==> config.mk <==
export PLATFORM = sky130hd
export DESIGN_NAME = gcd_arbiter
export DESIGN_NICKNAME = d
export VERILOG_FILES = /design/src/rtl/gcd_pkg.sv /design/src/rtl/gcd_step.sv /design/src/rtl/gcd_arbiter.sv
export SDC_FILE = /design/constraint.sdc
export NUM_CORES = 1
export LEC_CHECK = 0
export CAP_MARGIN = 5
export CORE_ASPECT_RATIO = 1.4
export CORE_MARGIN = 3
export CORE_UTILIZATION = 49
export CTS_CLUSTER_DIAMETER = 40
export CTS_CLUSTER_SIZE = 14
export DETAILED_ROUTE_END_ITERATION = 8
export GPL_TIMING_DRIVEN = 0
export PLACE_DENSITY = 0.82
export SLEW_MARGIN = 25
export SYNTH_ARGS = -nofsm -noshare
export SYNTH_HDL_FRONTEND = slang
export SYNTH_SLANG_ARGS = --single-unit
==> constraint.sdc <==
create_clock -name clk -period 3.25 [get_ports clk]
set_clock_uncertainty 0.1 [all_clocks]
set_input_delay 0.4875 -clock clk [delete_from_list [all_inputs] [get_ports clk]]
set_output_delay 0.4875 -clock clk [all_outputs]
set_load 0.05 [all_outputs]
==> src/rtl/gcd_pkg.sv <==
// Shared definitions for the GCD arbiter slice: FSM encoding and default datapath width.
package gcd_pkg;

    localparam int GCD_W = 32;

    typedef enum logic [1:0] {
        ST_IDLE = 2'd0,
        ST_RUN  = 2'd1,
        ST_RESP = 2'd2
    } state_t;

endpackage

==> src/rtl/gcd_step.sv <==
// One subtractive GCD iteration: subtract the smaller operand from the larger,
// or flag termination (equal operands or a zero operand) along with the result.
module gcd_step
    import gcd_pkg::*;
#(
    parameter int W = GCD_W
) (
    input  logic [W-1:0] a,
    input  logic [W-1:0] b,
    output logic [W-1:0] next_a,
    output logic [W-1:0] next_b,
    output logic         done,
    output logic [W-1:0] done_val
);

    logic a_gt_b;

    assign a_gt_b   = (a > b);
    assign done     = (a == b) || (a == '0) || (b == '0);
    // Equal or b==0 both yield a; only a==0 yields b.
    assign done_val = (a == '0) ? b : a;
    assign next_a   = a_gt_b ? (a - b) : a;
    assign next_b   = a_gt_b ? b : (b - a);

endmodule

==> src/rtl/gcd_arbiter.sv <==
// Round-robin arbiter that time-shares one subtractive GCD datapath between NREQ
// requesters: grant, load operands, iterate one subtraction per clock, ack result.
module gcd_arbiter
    import gcd_pkg::*;
#(
    parameter int W    = GCD_W,
    parameter int NREQ = 4,
    parameter int IDW  = 2
) (
    input  logic              clk,
    input  logic              rst,
    input  logic [NREQ-1:0]   req,
    input  logic [NREQ*W-1:0] a_in,
    input  logic [NREQ*W-1:0] b_in,
    output logic [NREQ-1:0]   ack,
    output logic [W-1:0]      result,
    output logic              result_valid,
    output logic              busy,
    output logic [IDW-1:0]    grant_id
);

    state_t         state, state_nxt;
    logic [W-1:0]   a_q, b_q;
    logic [W-1:0]   next_a, next_b, done_val;
    logic           done;
    logic [IDW-1:0] last_q;
    logic [IDW-1:0] pick, cand;
    logic           pick_vld;
    logic [W-1:0]   a_arr [NREQ];
    logic [W-1:0]   b_arr [NREQ];

    for (genvar i = 0; i < NREQ; i++) begin : g_unpack
        assign a_arr[i] = a_in[i*W +: W];
        assign b_arr[i] = b_in[i*W +: W];
    end

    gcd_step #(.W(W)) u_step (
        .a        (a_q),
        .b        (b_q),
        .next_a   (next_a),
        .next_b   (next_b),
        .done     (done),
        .done_val (done_val)
    );

    // Scan from farthest to nearest so the requester closest after last_q wins.
    always_comb begin
        // NOTE: every variable gets a default before any branch, so no latch is inferred.
        pick     = last_q;
        pick_vld = 1'b0;
        cand     = '0;
        for (int off = NREQ; off >= 1; off--) begin
            cand = IDW'((int'(last_q) + off) % NREQ);
            if (req[cand]) begin
                pick     = cand;
                pick_vld = 1'b1;
            end
        end
    end

    always_ff @(posedge clk) begin
        // NOTE: sequential state uses non-blocking assignments so all registers update together.
        if (rst) state <= ST_IDLE;
        else     state <= state_nxt;
    end

    always_comb begin
        state_nxt = state;
        case (state)
            ST_IDLE: if (pick_vld) state_nxt = ST_RUN;
            ST_RUN:  if (done)     state_nxt = ST_RESP;
            ST_RESP: state_nxt = ST_IDLE;
            default: state_nxt = ST_IDLE;
        endcase
    end

    always_comb begin
        ack          = '0;
        result_valid = 1'b0;
        busy         = 1'b0;
        case (state)
            ST_RUN:  busy = 1'b1;
            ST_RESP: begin
                busy          = 1'b1;
                result_valid  = 1'b1;
                ack[grant_id] = 1'b1;
            end
            default: ;
        endcase
    end

    // Datapath registers; operands are sampled only on the IDLE grant.
    always_ff @(posedge clk) begin
        if (rst) begin
            a_q      <= '0;
            b_q      <= '0;
            result   <= '0;
            grant_id <= '0;
            last_q   <= IDW'(NREQ - 1);
        end else begin
            case (state)
                ST_IDLE: begin
                    if (pick_vld) begin
                        a_q      <= a_arr[pick];
                        b_q      <= b_arr[pick];
                        grant_id <= pick;
                    end
                end
                ST_RUN: begin
                    if (done) begin
                        result <= done_val;
                    end else begin
                        a_q <= next_a;
                        b_q <= next_b;
                    end
                end
                ST_RESP: last_q <= grant_id;
                default: ;
            endcase
        end
    end

endmodule

# Yosys cells after proc, flatten, opt, wreduce, memory -nomap -nowiden
# Cells that the tools add are included.
# Widths: inputs -> output; s select.
# totals
ff_bits	102
latch_bits	0
mem_bits_rw	0
mem_bits_ro	0
in_bits	262
mem_count	0
# classes
add_sub_neg	6
mul	0
div	0
order_cmp	8
n_eq_ne	8
shifts	0
n_mux	39
bitwise_logic	1
n_reduce_logical	13
# op_table
cell	count
$mux 32	11
$bmux 32 s2	2
$pmux 32 s2	2
$logic_not 32->1	2
$sub 32x32->32	2
$eq 32x32->1	1
$gt 32x32->1	1
$lt 2x3->1 const B	5
$mux 2	6
$mux 1	11
$bmux 1 s2	4
$ne 2x2->1 const B	4
$reduce_and 4->1	2
$reduce_and 2->1	3
$add 2x1->2 const B	2
$add 2x2->2 const B	2
$mux 4	1
$pmux 2 s2	1
$ge 3x3->1 const B	1
$not 2->3	1
$demux 1 s2	1
$eq 2x1->1 const B	1
$eq 2x2->1 const B	1
$ge 2x1->1 const B	1
other kinds (6)	7

# Longest topological paths before layout
# logic_depth
ltp_word	13
ltp_mapped	14
mapped_depth_nobuf	12

# Hierarchy
# A second synthesis with hierarchy kept.
# hier_totals
hier_cells	1622
area_unflattened_um2	11433.5
# by_module_without_submodules
mod	instances	cells_each	area_each_um2
gcd_arbiter	1	853	6658.9
gcd_step	1	769	4774.6

# Least setup slack after synthesis
# OpenSTA, ideal clock, no wires.
# synth_timing
kind	flip-flop to flip-flop
startpoint	register a_q[0]
endpoint	register a_q[12]
t_arrival_ps	2700
t_required_ps	3064
path_slack_ps	364
stages_incl_launch_ff	15
path_cell_list	dfxtp_1 > inv_1 > ha_1 > fa_1 > nor2b_1 > o2111ai_1 > a21oi_1 > nor2b_1 > o31ai_2 > a31o_4 > a21o_1 > buf_4 > buf_4 > nor2_1 > a211oi_1
# synth_between
elab_chain_cells	5
word_cells_on_any_way	12
classes_between	add/sub: 1; order compare: 1; eq/ne: 3; mux: 3; reduce/logical: 4
# synth_lines
element	line	text
start: declaration	gcd_arbiter.sv:23	logic [W-1:0] a_q, b_q;
start signal: assignment	gcd_arbiter.sv:104	a_q <= a_arr[pick];
start signal: assignment	gcd_arbiter.sv:113	a_q <= next_a;
parallel branches: the longest is 5 deep, another holds $sub 32x32->32	--	
# Parallel ways; which one is timed is not known. The select of a mux whose other input is x is not followed.
# A chain may end at the register's enable or synchronous reset.

# Worst setup path after layout
# layout_timing
startpoint	register a_q[23]
endpoint	register result[1]
# layout_between
elab_chain_cells	4
word_cells_on_any_way	6
classes_between	eq/ne: 1; mux: 1; reduce/logical: 4
# layout_lines
element	line	text
$eq 32x32->1 or $logic_not 32->1 (tied branches)	gcd_step.sv:19, gcd_step.sv:21	
$logic_or 1x1->1 (2 in series)	gcd_step.sv:19	assign done = (a == b) || (a == '0) || (b == '0);
$reduce_and 2->1 (no line)	--	
end signal: assignment	gcd_arbiter.sv:111	result <= done_val;
end: declaration	gcd_arbiter.sv:16	output logic [W-1:0] result,
# Parallel ways exist; a longest one is shown, timed or not.

==> qor.csv <==
metric;value;unit
clock net sink count;102;
crit path from;a_q[23];
initial antenna violation count;3;
Critical Path Start Type;flip-flop;
num ports;302;
Layout Area Growth over Synthesis;44.2;%
Hold Buf Count CTS;0;
nets@finish;2106;
Placed Area;13600;sq um
CTS clk-pin slew, worst paths;0.08;ns
Starting Density;0.499;
post-synthesis sequential area ratio;0.199;
syn avg cell area;7.11;sq um
Final Hold Fails;0;
most common cell after layout, fill and taps aside;clkdlybuf4s50_1;
CP Max Fanout;10;
Pwr Density;1180;nW/um^2
switch share;0.546;
Worst Path Required;3.43;ns
gr usage total;0.429;
die span in x;128;microns
row cnt;62;
Synth area leader;dfxtp_1;
Pleak;5.76;nW
Tightest Hold Check Type;flip-flop to flip-flop;
Multi-input gate area;7920;sq um
via count of the first global-routing pass;12500;
Layout Cells excl Fill;2040;
CTS tree;yes;
NetSw;9.57;mW
first-pass GRT wire length;73.9;mm
DPL Wire Length;40.6;mm
layout cells sized above 1;0.135;
via count;13000;
Post-synth top flop;dfxtp_1;
GPL Wtd Cong;1.05;
Clk pwr share;0.077;
Worst-Skew Late Latency;0.38;ns
Final period util;1.02;
H-tree Lvls;3;
flops & latches, synth;102;
Setup crit end;result[1];
clk buf depth;2;
register area;2080;sq um
Yosys warnings;0;
die height;177;microns
post-place setup slack;-0.593;ns
outcome;finished with violations;
syn_nets;1774;
Yosys top cell area share;0.199;
max_cap viols;0;
synthesized area;10300;sq um
Synth cell types;65;
number of synthesized flops with an enable pin;0;
worst-margin pin slew;0.891;ns
worst setup margin;-0.0497;ns
Filler cells;1693;
pin count of the biggest net entering global routing;19;
Reg power frac;0.139;
total core area;20600;sq um
Synth area leaders;dfxtp_1, a211oi_1, ha_1;
peak supply drop;0.747;mV
critical path arrival;3.48;ns
1st-iter DRT viols;1426;
FF-to-FF Start;a_q[23];
final count of negative-setup-slack endpoints;4;
R2R Path End;result[1];
crit path time final;3.30;ns
Pre-antenna DRT Iters;6;
Comb pwr share;0.785;
die area;22700;sq um
port bufs;300;
Final Max Slew Viols;0;
r2r setup slk;-0.05;ns
asr flop ratio synth;0;
Setup crit end kind;flip-flop;
final instance area;14800;sq um
internal power;7.96;mW
Syn Inst Count;1444;
Fmax;303;MHz
TritonCTS buffer count;9;
violated checks;setup timing;
# DRC;0;
root buffer cell;clkbuf_16;
WL final;51.3;mm
max_slew headroom;0.406;
DRT antenna net count;0;
FF-to-FF path depth;7;
Placed Cells incl. Taps;2000;
via/cell ratio;6.37;
WL/cell;25.1;microns
WS Path Type;flip-flop to flip-flop;
most frequent cells in the layout;clkdlybuf4s50_1, nand2_1, a21oi_1;
GRT overflow;0;
[worst min-delay path by stage]
stage                    from   endpoint  cells past startpoint
finish              result[7]  result[7]                      2
global route        result[2]  result[2]                      2
CTS                 result[7]  result[7]                      2
detailed placement  result[7]  result[7]                      2
global placement    result[8]  result[8]                      2
floorplan            state[0]   state[0]                      2
[metal layers]
| metal | global-route usage | wire (microns) | share of wire | up-vias |
|---|---|---|---|---|
| li1 | - | - | - | 5881 |
| met1 | 0.472 | 18300 | 0.36 | 6056 |
| met2 | 0.709 | 23500 | 0.46 | 778 |
| met3 | 0.0836 | 4280 | 0.083 | 273 |
| met4 | 0.343 | 5250 | 0.10 | 2 |
| met5 | 0 | 13 | 0.00025 | - |
[repair_timing]
action                                 CTS  global route
endpoints found under the hold margin    0             0
resized for setup                       54           115
setup buffers                           15            13
pin swaps                               12            23
setup endpoints to repair               96            94
[power by group through the flow]
stage	Sequential, mW	Combinational [mW]	Clock (mW)
floorplan	2.08	8.18	0
global placement	2.37	11.3	0
detailed placement	2.38	11.3	0
CTS	2.37	12.3	1.33
global route	2.45	14.6	1.38
finish	2.43	13.8	1.35
[state kept, by name, summed over array words and instances (netlist names)]
register	cells
state	2
result	32
last_q	2
a_q	32
b_q	32
grant_id	2
[layout make-up]
type,instances,area share
Sequential cell,102,0.140
Multi-Input combinational cell,1143,0.535
Clock inverter,7,0.00871
Clock buffer,9,0.0152
Tap cell,256,0.0216
Buffer,114,0.0405
Inverter,78,0.0198
Timing Repair Buffer,328,0.219
Antenna cell,3,0.000507
[cells in the mapped netlist (all sizes together), types with 2 or more instances]
cell type,count
and2,59
xor2,23
or3,5
nor3,9
o21ai,39
dfxtp,102
o31a,2
o22ai,3
nand3,13
xnor2,28
a31o,4
inv,78
mux2i,7
ha,66
a21oi,148
and3,7
o211ai,9
o31ai,8
o21bai,11
nand2b,8
clkbuf,78
nand2,205
nor4,18
nor2b,10
a211oi,158
a21boi,3
o221ai,3
buf,43
o21a,10
a221oi,4
o41ai,3
fa,2
o311ai,2
nor2,138
a21o,35
a31oi,16
nand4,20
a311oi,57
[worst max-delay path, stage by stage, from the launching register on]
cell      delay, ns
dfxtp_4        0.37
buf_4          0.14
nor4_1         0.56
nand4_1        0.33
nor2_1         0.46
clkbuf_1       0.63
a21oi_1        0.32
a211oi_1       0.29
[kinds of logic (layout without fill, tap and decap cells)]
kind of cell | after synthesis | after routing | synth area share
AOI/OAI and AO/OA | 519 | 519 | 0.364
xor gates and xnor gates | 51 | 51 | 0.0435
adders and majority gates | 68 | 68 | 0.0844
buffers and inverters | 199 | 536 | 0.0840
DFF | 102 | 102 | 0.199
muxes | 8 | 8 | 0.00792
other | 0 | 3 | 0
and+or+nand+nor | 497 | 497 | 0.218
[through the flow]
step / hold slack, ns / utilization / power, mW / TNS, ns
2_1_floorplan: 0.385 / - / 10.3 / 0
4_1_cts: 0.400 / 0.696 / 16.0 / -0.0195
6_report: 0.398 / 0.720 / 17.5 / -0.107
3_3_place_gp: 0.388 / 0.661 / 13.6 / -24.49
5_1_grt: 0.416 / 0.720 / 18.5 / -0.443
3_5_place_dp: 0.390 / 0.661 / 13.7 / -30.05
Note: power is estimated with default switching activity, not from simulation.
